[config.mk]
export PLATFORM = sky130hd
export DESIGN_NAME = aes_req_scheduler
export DESIGN_NICKNAME = d
export VERILOG_FILES = /design/src/rtl/aes_sched_pkg.sv /design/src/rtl/aes_sched_fifo.sv /design/src/rtl/aes_req_scheduler.sv
export SDC_FILE = /design/constraint.sdc
export NUM_CORES = 2
export LEC_CHECK = 0
export ABC_AREA = 1
export BUFFER_PORTS_ARGS = -buffer_cell sky130_fd_sc_hd__buf_2
export CAP_MARGIN = 10
export CORE_AREA = 2 2 406 408
export CTS_CLUSTER_DIAMETER = 150
export DETAILED_ROUTE_END_ITERATION = 8
export DIE_AREA = 0 0 408 410
export GPL_TIMING_DRIVEN = 0
export SYNTH_ARGS = -nofsm -noshare
export SYNTH_HDL_FRONTEND = slang
export SYNTH_SLANG_ARGS = --single-unit
[constraint.sdc]
create_clock -name clk -period 24.2 [get_ports clk]
set_clock_uncertainty 0.15 [all_clocks]
set_input_delay 1.21 -clock clk [delete_from_list [all_inputs] [get_ports clk]]
set_output_delay 1.21 -clock clk [all_outputs]
set_load 0.01 [all_outputs]
[src/rtl/aes_sched_pkg.sv]
// Shared types and defaults for the two-requester AES job scheduler.
package aes_sched_pkg;

  localparam int unsigned AES_W              = 128;
  localparam int unsigned DEFAULT_LATENCY    = 21;
  localparam int unsigned DEFAULT_FIFO_DEPTH = 4;

  typedef logic req_id_t;

  typedef struct packed {
    logic    valid;
    req_id_t id;
  } sched_tag_t;

  typedef struct packed {
    req_id_t          id;
    logic [AES_W-1:0] data;
  } res_entry_t;

endpackage

[src/rtl/aes_sched_fifo.sv]
// First-word-fall-through result FIFO with occupancy count.
module aes_sched_fifo
  import aes_sched_pkg::*;
#(
  parameter int unsigned DEPTH = DEFAULT_FIFO_DEPTH,
  localparam int unsigned CW   = $clog2(DEPTH + 1)
) (
  input  logic           clk,
  input  logic           rst,
  input  logic           wr_en,
  input  res_entry_t     wr_data,
  input  logic           rd_en,
  output res_entry_t     rd_data,
  output logic           rd_valid,
  output logic [CW-1:0]  count
);

  localparam int unsigned PW = (DEPTH > 1) ? $clog2(DEPTH) : 1;

  res_entry_t    mem_q [DEPTH];
  res_entry_t    mem_d [DEPTH];
  logic [PW-1:0] wr_ptr_q, wr_ptr_d;
  logic [PW-1:0] rd_ptr_q, rd_ptr_d;
  logic [CW-1:0] count_q, count_d;
  logic          push, pop, full;

  function automatic logic [PW-1:0] ptr_inc(input logic [PW-1:0] p);
    return (p == PW'(DEPTH - 1)) ? '0 : p + PW'(1);
  endfunction

  assign full     = (count_q == CW'(DEPTH));
  assign push     = wr_en;
  assign pop      = rd_en && (count_q != '0);
  assign rd_data  = mem_q[rd_ptr_q];
  assign rd_valid = (count_q != '0);
  assign count    = count_q;

  always_comb begin
    mem_d    = mem_q;
    wr_ptr_d = wr_ptr_q;
    rd_ptr_d = rd_ptr_q;
    count_d  = count_q;
    if (push) begin
      mem_d[wr_ptr_q] = wr_data;
      wr_ptr_d        = ptr_inc(wr_ptr_q);
    end
    if (pop) begin
      rd_ptr_d = ptr_inc(rd_ptr_q);
    end
    unique case ({push, pop})
      2'b10:   count_d = count_q + CW'(1);
      2'b01:   count_d = count_q - CW'(1);
      default: ;
    endcase
  end

  always_ff @(posedge clk or posedge rst) begin
    if (rst) begin
      for (int i = 0; i < int'(DEPTH); i++) mem_q[i] <= '0;
      wr_ptr_q <= '0;
      rd_ptr_q <= '0;
      count_q  <= '0;
    end else begin
      mem_q    <= mem_d;
      wr_ptr_q <= wr_ptr_d;
      rd_ptr_q <= rd_ptr_d;
      count_q  <= count_d;
    end
  end

  // Upstream credits must make a write into a full FIFO impossible.
  a_no_overflow: assert property (@(posedge clk) disable iff (rst)
    !(wr_en && full && !rd_en));

endmodule

[src/rtl/aes_req_scheduler.sv]
// Round-robin scheduler feeding one non-stalling pipelined AES core; results are tagged and buffered.
// Optional macro AES_SCHED_ZEROIZE_EN clears the core inputs on cycles without an issue.
module aes_req_scheduler
  import aes_sched_pkg::*;
#(
  parameter int unsigned LATENCY    = DEFAULT_LATENCY,
  parameter int unsigned FIFO_DEPTH = DEFAULT_FIFO_DEPTH
) (
  input  logic             clk,
  input  logic             rst,
  input  logic             req0_valid,
  output logic             req0_ready,
  input  logic [AES_W-1:0] req0_key,
  input  logic [AES_W-1:0] req0_state,
  input  logic             req1_valid,
  output logic             req1_ready,
  input  logic [AES_W-1:0] req1_key,
  input  logic [AES_W-1:0] req1_state,
  output logic [AES_W-1:0] core_key,
  output logic [AES_W-1:0] core_state,
  input  logic [AES_W-1:0] core_out,
  output logic             res_valid,
  input  logic             res_ready,
  output logic [AES_W-1:0] res_data,
  output logic             res_id,
  output logic             busy
);

  localparam int unsigned CW = $clog2(FIFO_DEPTH + 1);

  logic             hs0, hs1, credit_ok, pop;
  logic             last_grant_q, last_grant_d;
  logic [CW-1:0]    inflight_q, inflight_d, fifo_count;
  logic [CW:0]      used;
  logic [AES_W-1:0] core_key_q, core_key_d, core_state_q, core_state_d;
  sched_tag_t       tag_q [LATENCY];
  sched_tag_t       tag_d, tag_out;
  res_entry_t       wr_entry, rd_entry;
  logic             fifo_valid;

  assign used      = {1'b0, inflight_q} + {1'b0, fifo_count};
  assign credit_ok = (used < (CW+1)'(FIFO_DEPTH));

  assign req0_ready = !rst && credit_ok && (!req1_valid || last_grant_q);
  assign req1_ready = !rst && credit_ok && (!req0_valid || !last_grant_q);
  assign hs0        = req0_valid && req0_ready;
  assign hs1        = req1_valid && req1_ready;

  assign tag_out = tag_q[LATENCY-1];

  always_comb begin
    last_grant_d = last_grant_q;
    core_key_d   = core_key_q;
    core_state_d = core_state_q;
    tag_d        = '0;
    inflight_d   = inflight_q;
    if (hs0) begin
      core_key_d   = req0_key;
      core_state_d = req0_state;
      tag_d        = '{valid: 1'b1, id: 1'b0};
      last_grant_d = 1'b0;
    end else if (hs1) begin
      core_key_d   = req1_key;
      core_state_d = req1_state;
      tag_d        = '{valid: 1'b1, id: 1'b1};
      last_grant_d = 1'b1;
    end else begin
`ifdef AES_SCHED_ZEROIZE_EN
      core_key_d   = '0;
      core_state_d = '0;
`endif
    end
    unique case ({tag_d.valid, tag_out.valid})
      2'b10:   inflight_d = inflight_q + CW'(1);
      2'b01:   inflight_d = inflight_q - CW'(1);
      default: ;
    endcase
  end

  always_ff @(posedge clk or posedge rst) begin
    if (rst) begin
      last_grant_q <= 1'b1;
      core_key_q   <= '0;
      core_state_q <= '0;
      inflight_q   <= '0;
    end else begin
      last_grant_q <= last_grant_d;
      core_key_q   <= core_key_d;
      core_state_q <= core_state_d;
      inflight_q   <= inflight_d;
    end
  end

  // Shadow pipeline: the tag reaches the last stage in step with the core result.
  always_ff @(posedge clk or posedge rst) begin
    if (rst) begin
      for (int i = 0; i < int'(LATENCY); i++) tag_q[i] <= '0;
    end else begin
      tag_q[0] <= tag_d;
      for (int i = 1; i < int'(LATENCY); i++) tag_q[i] <= tag_q[i-1];
    end
  end

  assign wr_entry = '{id: tag_out.id, data: core_out};
  assign pop      = fifo_valid && res_ready;

  aes_sched_fifo #(
    .DEPTH (FIFO_DEPTH)
  ) u_fifo (
    .clk      (clk),
    .rst      (rst),
    .wr_en    (tag_out.valid),
    .wr_data  (wr_entry),
    .rd_en    (pop),
    .rd_data  (rd_entry),
    .rd_valid (fifo_valid),
    .count    (fifo_count)
  );

  assign core_key   = core_key_q;
  assign core_state = core_state_q;
  assign res_valid  = fifo_valid;
  assign res_data   = rd_entry.data;
  assign res_id     = rd_entry.id;
  assign busy       = (inflight_q != '0) || (fifo_count != '0);

endmodule
# Word level (Yosys, flattened, before mapping)
# Index checks and enable logic that the tools add are counted.
dict set report totals {
  out_inout_bits 389
  in_bits 645
  register_bits 825
}
dict set report classes {
  bitwise_logic 2
  addsub 7
  n_reduce_logical 20
  n_mux 18
  n_lt_le_gt_ge 4
  n_eq_ne 6
}
# cell n
set op_table {}
lappend op_table {{516-bit bitwise mux} 1}
lappend op_table {{128-bit two-way mux} 4}
lappend op_table {{129-bit two-way mux} 3}
lappend op_table {{129-bit binary-select mux with 2-bit select} 1}
lappend op_table {{129-bit demux with 2-bit select} 1}
lappend op_table {{3-bit one-hot mux with 2 select lines} 2}
lappend op_table {{2-bit equality test (second input constant)} 4}
lappend op_table {{1-bit logical AND} 8}
lappend op_table {{2-bit two-way mux} 4}
lappend op_table {{3-bit by 1-bit adder with 3-bit output (second input constant)} 2}
lappend op_table {{3-bit greater-or-equal comparator (second input constant)} 2}
lappend op_table {{2-bit inverter with 3-bit output} 2}
lappend op_table {{2-bit nonzero test} 3}
lappend op_table {{3-bit nonzero test} 2}
lappend op_table {{3-bit by 1-bit subtractor with 3-bit output (second input constant)} 2}
lappend op_table {{2-bit by 1-bit adder with 2-bit output (second input constant)} 2}
lappend op_table {{3-bit by 3-bit adder with 4-bit output} 1}
lappend op_table {{2-bit by 1-bit equality test with 1-bit output (second input constant)} 2}
lappend op_table {{1-bit zero test} 4}
lappend op_table {{4-bit by 3-bit < comparator with 1-bit output (second input constant)} 1}
lappend op_table {{1-bit logical OR} 3}
lappend op_table {{3-bit by 1-bit < comparator with 1-bit output (second input constant)} 1}
lappend op_table {{1-bit two-way mux} 2}

# Depth between registers and ports, before layout
dict set report depth {
  word_depth 9
  mapped_depth 14
  ltp_nobuf 13
}

# Cells and area by module
# Synthesis repeated with hierarchy kept, for this count alone.
dict set report unflattened {
  hier_cells 5130
  area_unflattened_um2 40642.7
}
# module area_per_inst_um2 n_inst cells_each
set modules_own_cells {}
lappend modules_own_cells {aes_sched_fifo 24463.5 1 2832}
lappend modules_own_cells {aes_req_scheduler 16179.3 1 2298}

# Worst setup path after synthesis
# Ideal clock, no wire load.
dict set report synth_timing {
  path_type {input-to-output}
  startpoint {in req1_valid}
  endpoint {out req0_ready}
  setup_slack_ns 20.841
  t_required_ns 22.840
  t_arrival_ns 1.999
  cell_stages 3
  n_path_buf 1
  cell_sequence {nand2_1 clkbuf_1 nor3b_1}
}
dict set report synth_via {
  elab_chain_cells 3
}
# element line
set synth_rtl {}
lappend synth_rtl {{from (decl)} aes_req_scheduler.sv:15} ;# input logic req1_valid,
lappend synth_rtl {{1-bit zero test} aes_req_scheduler.sv:44} ;# assign req0_ready = !rst && credit_ok && (!req1_valid || last_grant_q);
lappend synth_rtl {{1-bit logical OR} aes_req_scheduler.sv:44}
lappend synth_rtl {{1-bit logical AND} aes_req_scheduler.sv:44}
lappend synth_rtl {{to (decl)} aes_req_scheduler.sv:12} ;# output logic req0_ready,
# No other way between the ends.

# Worst setup path after layout
dict set report layout_timing {
  startpoint {reg u_fifo.rd_ptr_q[0]}
  endpoint {out res_data[65]}
}
dict set report layout_via {
  elab_chain_cells 4
}
# element line
set layout_rtl {}
lappend layout_rtl {{from (decl)} aes_sched_fifo.sv:23} ;# logic [PW-1:0] rd_ptr_q, rd_ptr_d;
lappend layout_rtl {{from (signal assigned)} aes_sched_fifo.sv:66} ;# rd_ptr_q <= rd_ptr_d;
lappend layout_rtl {{2-bit inverter with 3-bit output (implied by the code)} aes_sched_fifo.sv:34} ;# assign rd_data = mem_q[rd_ptr_q];
lappend layout_rtl {{129-bit binary-select mux with 2-bit select} aes_sched_fifo.sv:34}
lappend layout_rtl {{129-bit two-way mux (implied by the code) (2 in series)} aes_sched_fifo.sv:34}
lappend layout_rtl {{to (decl)} aes_req_scheduler.sv:24} ;# output logic [AES_W-1:0] res_data,
# No other way between the ends. The select of a mux whose other input is x is not followed.

==> impl_metrics.yaml <==
synth:
  synth_fp_nets: 5515
  synth.cells.most_frequent: "nand2_1, dfrtp_1, o21ai_0"
  yosys.area.top_type: "dfrtp_1"
  netlist_area_um2: 38300
  yosysMostFrequentCell: "nand2_1"
  synth_edf_count: 0
  avgSynthCellArea_um2: 7.88
  synth_seq_cells: 825
  netlist_top_cells_area: "dfrtp_1, nand2_1, o21ai_0, inv_1, nand4_1"
  synth_top_area_frac: 0.538
  ys_warn_count: 0
  ys_types: 24
  ys_seq_area_frac: 0.539
  synthFlopType: "dfrtp_1"
  ys_async_sr_fraction: 1.00
  syn_inst: 4859
clock_network:
  cts_buffer_depth: 3
  cts_hold_buf: 0
  clk_latency_ns: 0.74
  h-tree-depth: 3
  cts_inserted_buffers: 99
  cts_tree: "yes"
  cts_resized: 0
  post_cts_buffers: 0
  clk_root_buffer_cell: "clkbuf_16"
  clk_pin_slew_ns: 0.06
  numClockSinks: 825
run_status:
  status: "finished clean"
die:
  core_area_um2: 163000
  die_w_um: 408
  start_util: 0.234
  io_pins: 1034
  die_area_um2: 167000
  rows: 149
  die_h_um: 410
placed_design:
  dp_hpwl_um: 163000
  place_congestion: 1.03
  io_buffers: 1032
timing:
  rsz0062_at_grt: "false"
  min_period_over_period: 0.221
  hold_viol: 0
  fmax_mhz: 187
  slew_violations: 0
  worstMarginPinSlew_ns: 1.15
  slew_headroom: 0.236
  period_minus_slack_ns: 5.34
  setup_viol: 0
  timing.hold.ws_ns: 0.158
  setup_tns_ns: 0
worst_setup_path:
  path_class: "reg -> out"
  critPathMaxFanout: 10
  endpoint_kind: "primary output"
  crit_path_frequent_cell: "clkbuf_1"
  max_stage_delay_ns: 0.87
  crit_slowest_cell: "clkbuf_1"
  path_cells: "clkbuf_1, inv_1, clkbuf_1, buf_1, nor2_1, o22ai_1, buf_2"
  crit_required_ns: 22.84
  start_kind: "flip-flop"
  arrival_ns: 3.98
global_route:
  grt_pass1_wl_um: 284000
  grt_pass1_vias: 38900
  grt_overflow: 0
  grt_usage: 0.235
  grt_max_degree: 44
  antenna_found_initial: 96
hold_path:
  hold_path.class: "reg -> reg"
layout:
  drive_above_1_share: 0.212
  area_growth_pct: 31.5
  fill_cells: 17800
  final_util: 0.308
  fin_nets: 6672
detailed_routing:
  wl_per_cell_um: 24.3
  drt_first_pass_iters: 6
  drt_wl_total_um: 204000
  detail-route-antenna-nets: 0
  drcViolationCount: 0
  vias: 40000
  drt_iter0_drc: 4183
  viasPerCell: 4.78
power_and_ir_drop:
  powerDensity_nw_per_um2: 137
  ir_drop_uv: 90.1
  leakage_nw: 27.1
run:
  maxCapViolCount: 0
cell usage in the layout (no fill, tap or decap), types with 17 or more instances in the layout:
| cell type | synthesis | final |
|---|---|---|
| diode_2 | 0 | 82 |
| nand4_1 | 256 | 256 |
| o21ai_0 | 783 | 783 |
| nand2_1 | 1296 | 1296 |
| clkbuf_8 | 0 | 28 |
| nand3_1 | 259 | 259 |
| inv_1 | 656 | 655 |
| nor2_1 | 262 | 262 |
| buf_1 | 36 | 36 |
| dfrtp_1 | 824 | 824 |
| o22ai_1 | 129 | 129 |
| clkbuf_16 | 0 | 99 |
| clkbuf_1 | 265 | 285 |
| buf_2 | 64 | 1096 |
| buf_12 | 0 | 24 |
| clkinv_2 | 0 | 17 |
through the flow:
stage / instance area (µm²) / std cells / power [mW] / setup slack, ns
after CTS: 50100 / 8288 / 6.88 / 18.80
after detailed placement: 46700 / 8104 / 5.27 / 19.62
after floorplan: 38300 / 4859 / 3.87 / 11.51
after global placement: 46200 / 8080 / 5.22 / 6.16
final: 50400 / 8370 / 6.88 / 18.86
after global routing: 50300 / 8342 / 7.30 / 18.75
cell type report:
class | instances | area, µm² | area share
Buffer | 367 | 1470 | 0.0291
Tap cell | 2189 | 2740 | 0.0544
Antenna cell | 82 | 205 | 0.00408
Timing Repair Buffer | 1056 | 5650 | 0.112
Inverter | 658 | 2470 | 0.0491
Sequential cell | 825 | 20600 | 0.410
Multi-Input combinational cell | 3009 | 13700 | 0.272
Clock inverter | 37 | 524 | 0.0104
Clock buffer | 147 | 2940 | 0.0583
power breakdown:
part / switching (mW) / leakage [nW] / total [mW] / internal, mW
sequential: 0.341 / 9.50 / 2.36 / 2.02
combinational: 2.02 / 15.9 / 2.94 / 0.915
clock: 0.656 / 1.70 / 1.59 / 0.930
total: 3.02 / 27.1 / 6.88 / 3.86
registers in the layout (all words and copies together), names as in the netlist:
signal	count
tag_out	2
tag_q	40
u_fifo.mem_q	516
inflight_q	3
u_fifo.wr_ptr_q	2
core_key	128
u_fifo.count	3
u_fifo.rd_ptr_q	2
core_state	128
last_grant_q	1
kinds of logic after synthesis:
logic type               after synthesis  share of synthesized area
AND/OR/NAND/NOR                     2079                      0.229
buffers and inverters               1025                      0.103
AO/OA/AOI/OAI                        915                      0.124
flip-flops                           825                      0.539
adder cells (fa/ha/maj)               11                    0.00399
XOR/XNOR                               4                   0.000915
worst max-delay path, delay by kind of cell, from the launching register on:
kind	cells	cell delay (ns)
buffers and inverters	5	2.29
AOI/OAI and AO/OA	1	0.48
and+or+nand+nor	1	0.09
DFF	1	0.38
layer usage:
metal | up-vias | GRT usage | routed length [µm]
met4 | 58 | 0.150 | 13700
li1 | 18000 | - | -
met3 | 435 | 0.0889 | 21800
met2 | 2030 | 0.363 | 92000
met1 | 19500 | 0.273 | 75900
met5 | - | 0 | 373
final timing paths:
check | slack [ns] | to | from | cells past startpoint
max in group asynchronous | 22.03 | core_state[116] | rst | 6
min in group asynchronous | 0.43 | u_fifo.count[2] | rst | 2
hold reg to reg | 0.16 | tag_q[10] | tag_q[12] | 0
setup reg to reg | 20.47 | inflight_q[2] | u_fifo.count[1] | 14
hold / removal | 0.16 | tag_q[10] | tag_q[12] | 0
setup / recovery | 18.86 | res_data[65] | u_fifo.rd_ptr_q[0] | 7
Power figures use the tool's default switching activity.
